$ cat config.mk
export PLATFORM = sky130hd
export DESIGN_NAME = bus_dev_fifo
export DESIGN_NICKNAME = d
export VERILOG_FILES = /design/src/rtl/bus_dev_fifo.sv
export SDC_FILE = /design/constraint.sdc
export NUM_CORES = 1
export LEC_CHECK = 0
export ABC_CLOCK_PERIOD_IN_PS = 6900
export BUFFER_PORTS_ARGS = -buffer_cell sky130_fd_sc_hd__clkbuf_2
export CORE_UTILIZATION = 60
export DETAILED_ROUTE_END_ITERATION = 10
export PLACE_DENSITY = 0.83
export SETUP_SLACK_MARGIN = 0.02
export SLEW_MARGIN = 20
export SYNTH_ARGS = -nofsm -noshare
export SYNTH_HDL_FRONTEND = slang
export SYNTH_SLANG_ARGS = --single-unit
$ cat constraint.sdc
create_clock -name clk -period 6.9 [get_ports clk]
set_input_delay 1.38 -clock clk [delete_from_list [all_inputs] [get_ports clk]]
set_output_delay 1.38 -clock clk [all_outputs]
set_load 0.05 [all_outputs]
$ cat src/rtl/bus_dev_fifo.sv
// Show-ahead FIFO between a device driver (push side) and a bus port (pop side).
// Latency: a pushed word is on D_pop one cycle later; the head is always on D_pop while pndng=1.
// Backpressure: a push while full is dropped with a one-cycle ovf pulse unless a pop frees space the same cycle.
// Optional feature macro BUS_DEV_FIFO_OVF_CNT_EN adds an 8-bit saturating dropped-push counter, ovf_cnt.
module bus_dev_fifo #(
  parameter int pckg_sz = 16,
  parameter int depth   = 8
) (
  input  logic                       clk,
  input  logic                       reset,
  input  logic                       push,
  input  logic [pckg_sz-9:0]         D_push,
  input  logic                       pop,
  output logic [pckg_sz-9:0]         D_pop,
  output logic                       pndng,
  output logic                       full,
  output logic [$clog2(depth+1)-1:0] count,
  output logic                       ovf
`ifdef BUS_DEV_FIFO_OVF_CNT_EN
  ,
  output logic [7:0]                 ovf_cnt
`endif
);

  localparam int DW = pckg_sz - 8;
  localparam int PW = $clog2(depth);
  localparam int CW = $clog2(depth + 1);
  localparam logic [PW-1:0] LAST_PTR = PW'(depth - 1);
  localparam logic [CW-1:0] FULL_CNT = CW'(depth);

  logic [DW-1:0] mem [depth];

  logic [PW-1:0] wr_ptr_q, wr_ptr_d;
  logic [PW-1:0] rd_ptr_q, rd_ptr_d;
  logic [CW-1:0] count_q, count_d;
  logic [DW-1:0] dout_q, dout_d;
  logic          ovf_q, ovf_d;
  logic          pop_acc, push_acc, drop;
  logic [CW-1:0] remain;

  // Pointers wrap explicitly so non-power-of-two depths work.
  function automatic logic [PW-1:0] ptr_inc(input logic [PW-1:0] p);
    return (p == LAST_PTR) ? '0 : p + 1'b1;
  endfunction

  // Accept decisions, next pointers/count, and the next head word for the registered D_pop.
  always_comb begin
    pop_acc  = pop && (count_q != '0);
    push_acc = push && ((count_q != FULL_CNT) || pop_acc);
    drop     = push && !push_acc;
    wr_ptr_d = push_acc ? ptr_inc(wr_ptr_q) : wr_ptr_q;
    rd_ptr_d = pop_acc ? ptr_inc(rd_ptr_q) : rd_ptr_q;
    remain   = count_q - CW'(pop_acc);
    count_d  = remain + CW'(push_acc);
    ovf_d    = drop;
    dout_d   = dout_q;
    if (count_d != '0) begin
      // If nothing older survives this edge, the head is the word being written now.
      dout_d = (remain == '0) ? D_push : mem[rd_ptr_d];
    end
  end

  // Control state and output data register; D_pop holds its value while empty.
  always_ff @(posedge clk or negedge reset) begin
    if (!reset) begin
      wr_ptr_q <= '0;
      rd_ptr_q <= '0;
      count_q  <= '0;
      dout_q   <= '0;
      ovf_q    <= 1'b0;
    end else begin
      wr_ptr_q <= wr_ptr_d;
      rd_ptr_q <= rd_ptr_d;
      count_q  <= count_d;
      dout_q   <= dout_d;
      ovf_q    <= ovf_d;
    end
  end

  // Storage array is intentionally not reset; D_pop never reads it before a push.
  always_ff @(posedge clk) begin
    if (reset && push_acc) begin
      mem[wr_ptr_q] <= D_push;
    end
  end

  assign D_pop = dout_q;
  assign pndng = (count_q != '0);
  assign full  = (count_q == FULL_CNT);
  assign count = count_q;
  assign ovf   = ovf_q;

`ifdef BUS_DEV_FIFO_OVF_CNT_EN
  logic [7:0] ovf_cnt_q, ovf_cnt_d;

  // Dropped-push counter saturates rather than wrapping.
  always_comb begin
    ovf_cnt_d = ovf_cnt_q;
    if (drop && (ovf_cnt_q != 8'hFF)) begin
      ovf_cnt_d = ovf_cnt_q + 8'd1;
    end
  end

  // Counter register, cleared by reset.
  always_ff @(posedge clk or negedge reset) begin
    if (!reset) begin
      ovf_cnt_q <= '0;
    end else begin
      ovf_cnt_q <= ovf_cnt_d;
    end
  end

  assign ovf_cnt = ovf_cnt_q;
`endif

endmodule

Word level (Yosys, flattened, before mapping) --
Memories as Yosys holds them, arrays and structs flattened. Cells that the tools add are included.
Word-level totals: flip-flop bits (word level) 19, bits in latches 0, bits in writable memories 64, memory bits (read-only) 0, output and inout port bits 15, word-level logic and storage cells 29, memories kept 1
Operators by class: add/sub/neg operators 4, $mul 0, divide/modulo/power cells 0, $lt $le $gt $ge 0, equal/unequal tests 4, shifts and indexed selects 0, multiplexer cells 6, bitwise gates (word level) 0, reductions and logical operators 9
Memories:
- mem | depth 8, width 8, read ports 1, clocked after Yosys merged registers in 0, wr ports 1, RTL line 31 | logic [DW-1:0] mem [depth];
Operators with widths (number):
- $mux W3 | 3
- $mux W8 | 1
- $reduce_bool A4 Y1 | 2
- $add A3 B1 Y3 const B | 2
- $eq A3 B3 Y1 const B | 2
- $add A4 B1 Y4 | 1
- $eq A4 B4 Y1 const B | 1
- $logic_and A1 B1 Y1 | 4
- $logic_not A4 Y1 | 1
- $ne A4 B4 Y1 const B | 1
- $sub A4 B1 Y4 | 1
- $mux W1 | 2
- $logic_not A1 Y1 | 1
- $logic_or A1 B1 Y1 | 1

Logic depth before layout (Yosys ltp) --
depth after elaboration 7, mapped depth 12, gate-level depth less buffers 10

Least setup slack after synthesis --
No wires, ideal clock.
kind in2reg, start in pop, end reg dout_q[7], in the netlist D_pop[7], setup time 0.120 ns, data arrival time 3.587 ns, required time 6.780 ns, slack 3.194 ns, cell stages on the path 11, cells stage by stage o41ai_4 > inv_2 > ha_1 > ha_1 > inv_1 > ha_1 > xnor2_1 > or4_1 > buf_2 > mux2_1 > a31o_1
On the way: word-level cells in the longest chain between the ends 5
Ends and longest elaborated chain:
- start, declared | RTL line 13 | input logic pop,
- $logic_and A1 B1 Y1 * | RTL line 48 | pop_acc = pop && (count_q != '0);
- parallel branches: the longest is 2 deep, another holds $sub A4 B1 Y4
- $add A4 B1 Y4 * | RTL line 54 | count_d = remain + CW'(push_acc);
- net count_d[2] | RTL line 35 | logic [CW-1:0] count_q, count_d;
- $reduce_bool A4 Y1 * | RTL line 57 | if (count_d != '0) begin
- end signal, assigned | RTL line 75 | dout_q <= dout_d;
- end, declared | RTL line 36 | logic [DW-1:0] dout_q, dout_d;
Mark *: on every way through the listed nets, which the timed path passes. A chain may end at the register's enable or synchronous reset.

Final worst setup path --
start in pop, end reg dout_q[5], in the netlist D_pop[5]
The elaborated chain is that of the path after synthesis.

==> results.py <==
metrics = {
    "placement": {
        "globalplace.congestion": 0.896,
        "placed_cell_area_um2": 3810,
        "portBuffers": 26,
        "dp_hpwl_um": 5060,
        "dp_cells": 375,
        "dpl_worst_slack_ps": 2770,
    },
    "global_routing": {
        "grt_overflow": 0,
        "grt_max_degree": 30,
        "grt_pass1_vias": 2336,
        "grtUsageTotal": 0.270,
        "grt_pass1_wl_um": 12200,
        "antenna_found_initial": 0,
    },
    "drt": {
        "wl_per_cell_um": 20.2,
        "ant_nets": 0,
        "routed_wl_um": 7890,
        "drcViolationCount": 0,
        "drtIter0Drc": 213,
        "first_pass_iters": 5,
        "viasPerCell": 6.28,
        "via_count": 2457,
    },
    "final_layout": {
        "mostFrequentLayoutCell": "edfxtp_1",
        "final_util": 0.685,
        "layout_common_cells": "64 x edfxtp_1, 41 x o21ai_0, 40 x nor2_1",
        "fin_cells": 391,
        "finalInstanceArea_um2": 4030,
        "num_antenna_cells": 0,
        "multi_input_area_um2": 1150,
        "drive_gt1_frac": 0.184,
        "nNetsFinal": 331,
        "area_growth_pct": 10.7,
        "seqCellArea_um2": 2400,
        "fillerInstances": 423,
    },
    "timing": {
        "hold_viol": 0,
        "fin_crit_sh": 0.552,
        "setup_tns_ps": 0,
        "worst_pin_slew_ps": 1090,
        "fmax_mhz": 263,
        "clock_skew_ps": 6.92,
        "post-route-min-period_ps": 3810,
        "slew_headroom": 0.271,
        "grt_setup_unrepaired": "no",
        "setup_ws_ps": 3090,
        "slew_viol_final": 0,
        "setup_viol": 0,
    },
    "synthesis": {
        "synth_top_area_share": 0.528,
        "synth_area_um2": 3640,
        "synth_cells": 286,
        "syn_nets": 306,
        "ys.flop_type": "edfxtp_1",
        "synth_area_leaders": "edfxtp_1 53%, dfrtp_1 13%, o21ai_0 5.6%, nor2_1 4.1%, ha_1 2.8%",
        "ys_seq_elements": 83,
        "synth_top_area_cell": "edfxtp_1",
        "syn_avg_cell_area_um2": 12.7,
        "yosysSeqAreaShare": 0.659,
        "synth_edf_count": 64,
        "async_flop_share": 0.229,
        "synth_warnings": 0,
        "synthDistinctLibCells": 41,
    },
    "setup_path": {
        "path_max_fanout": 7,
        "worst-path-buf-inv": 2,
        "path_cells": "clkbuf_2, o21ai_0, inv_1, ha_1, ha_1, xnor2_1, nor4_1, nor3_1, a211oi_2",
        "critPathMostFrequentCell": "ha_1",
        "r2r_slack_ps": 3370,
        "crit_required_ps": 7170,
        "worst-setup-path-type": "in2reg",
        "cp-start-kind": "input port",
        "cp_slowest_cell": "nor4_1",
        "max_stage_delay_ps": 900,
        "endpoint_kind": "register",
        "cp_top_family": "simple AND/OR/NAND/NOR gates",
        "cp.arrival_ps": 4080,
    },
    "clock_tree": {
        "clock_latency_ps": 360,
        "cts-root-buf": "clkbuf_8",
        "clk_path_buf_depth": 2,
        "cts_resized": 0,
        "post-cts-setup-buffers": 0,
        "cts_max_level": 3,
        "clkSlewWorstSetupHoldPaths_ps": 80,
        "cts_sinks": 83,
        "cts_tree": "done",
        "cts_buffers": 9,
        "hold_buffers": 0,
    },
    "worst_hold_path": {
        "hp-class": "reg2reg",
    },
    "job": {
        "cap_violations": 0,
    },
    "power": {
        "irDropWorstVdd_mv": 0.346,
        "power_leakage_nw": 1.46,
        "power.density_nw_per_um2": 521,
    },
    "die": {
        "start_util": 0.618,
        "die_h_um": 79.9,
        "rows": 28,
        "io_pins": 27,
        "fp.coreArea_um2": 5890,
        "die_area_um2": 6380,
        "die_w_um": 79.9,
    },
    "outcome": {
        "outcome": "finished clean",
    },
}
==> layout make-up <==
class / instances / share of cell area
Sequential cell: 83 / 0.595
Timing Repair Buffer: 26 / 0.0323
Clock buffer: 10 / 0.0317
Tap cell: 75 / 0.0233
Clock inverter: 6 / 0.0224
Inverter: 11 / 0.0102
Multi-Input combinational cell: 180 / 0.285
==> state kept, by name (all words and copies together), names as in the netlist <==
signal / cells
mem: 64
D_pop: 8
wr_ptr_q: 3
rd_ptr_q: 3
count: 4
ovf: 1
==> cells by family after synthesis <==
logic type / synth area share
multiplexers: 0.0131
adder cells (fa/ha/maj): 0.0275
AO/OA/AOI/OAI: 0.159
flip-flops: 0.659
buffers and inverters: 0.0282
AND/OR/NAND/NOR: 0.0993
XOR/XNOR: 0.0141
==> through the flow <==
| stage | hold slack [ps] | power [mW] |
|---|---|---|
| floorplan | 513 | 1.48 |
| global placement | 540 | 1.68 |
| detailed placement | 553 | 1.71 |
| CTS | 569 | 2.09 |
| global route | 588 | 2.22 |
| finish | 575 | 2.10 |
==> synth_stat cells, types with 3 or more instances <==
cell / instances
a211oi_2: 7
a21oi_1: 16
a221oi_1: 7
buf_2: 6
clkbuf_1: 4
dfrtp_1: 19
edfxtp_1: 64
ha_1: 8
inv_1: 8
nand2_1: 9
nand2b_1: 4
nor2_1: 40
nor2b_1: 3
nor3_1: 11
o21ai_0: 41
o221ai_1: 7
xnor2_1: 4
==> worst paths after layout <==
check / start / endpoint / depth (start not counted)
setup reg to reg: count[2]$_DFF_PN0_ / D_pop[5]$_DFFE_PN0P_ / 10
setup / recovery: pop / D_pop[5]$_DFFE_PN0P_ / 9
hold reg to reg: wr_ptr_q[0]$_DFFE_PN0N_ / wr_ptr_q[0]$_DFFE_PN0N_ / 1
hold / removal: wr_ptr_q[0]$_DFFE_PN0N_ / wr_ptr_q[0]$_DFFE_PN0N_ / 1
min in group asynchronous: reset / count[1]$_DFF_PN0_ / 1
max in group asynchronous: reset / D_pop[0]$_DFFE_PN0P_ / 1
==> where the power goes <==
group | switching (mW) | internal [mW]
clock | 0.176 | 0.205
combinational | 0.691 | 0.327
sequential | 0.0739 | 0.628
total | 0.941 | 1.16
==> per-layer routing <==
metal  wire, um  up-vias  global-route usage
met5          0        -                   0
met3        473       19              0.0411
met2       3880      112               0.438
li1           -     1122                   -
met1       3370     1204               0.350
met4        157        0               0.146
No activity file was read; power rests on OpenSTA's default activity.
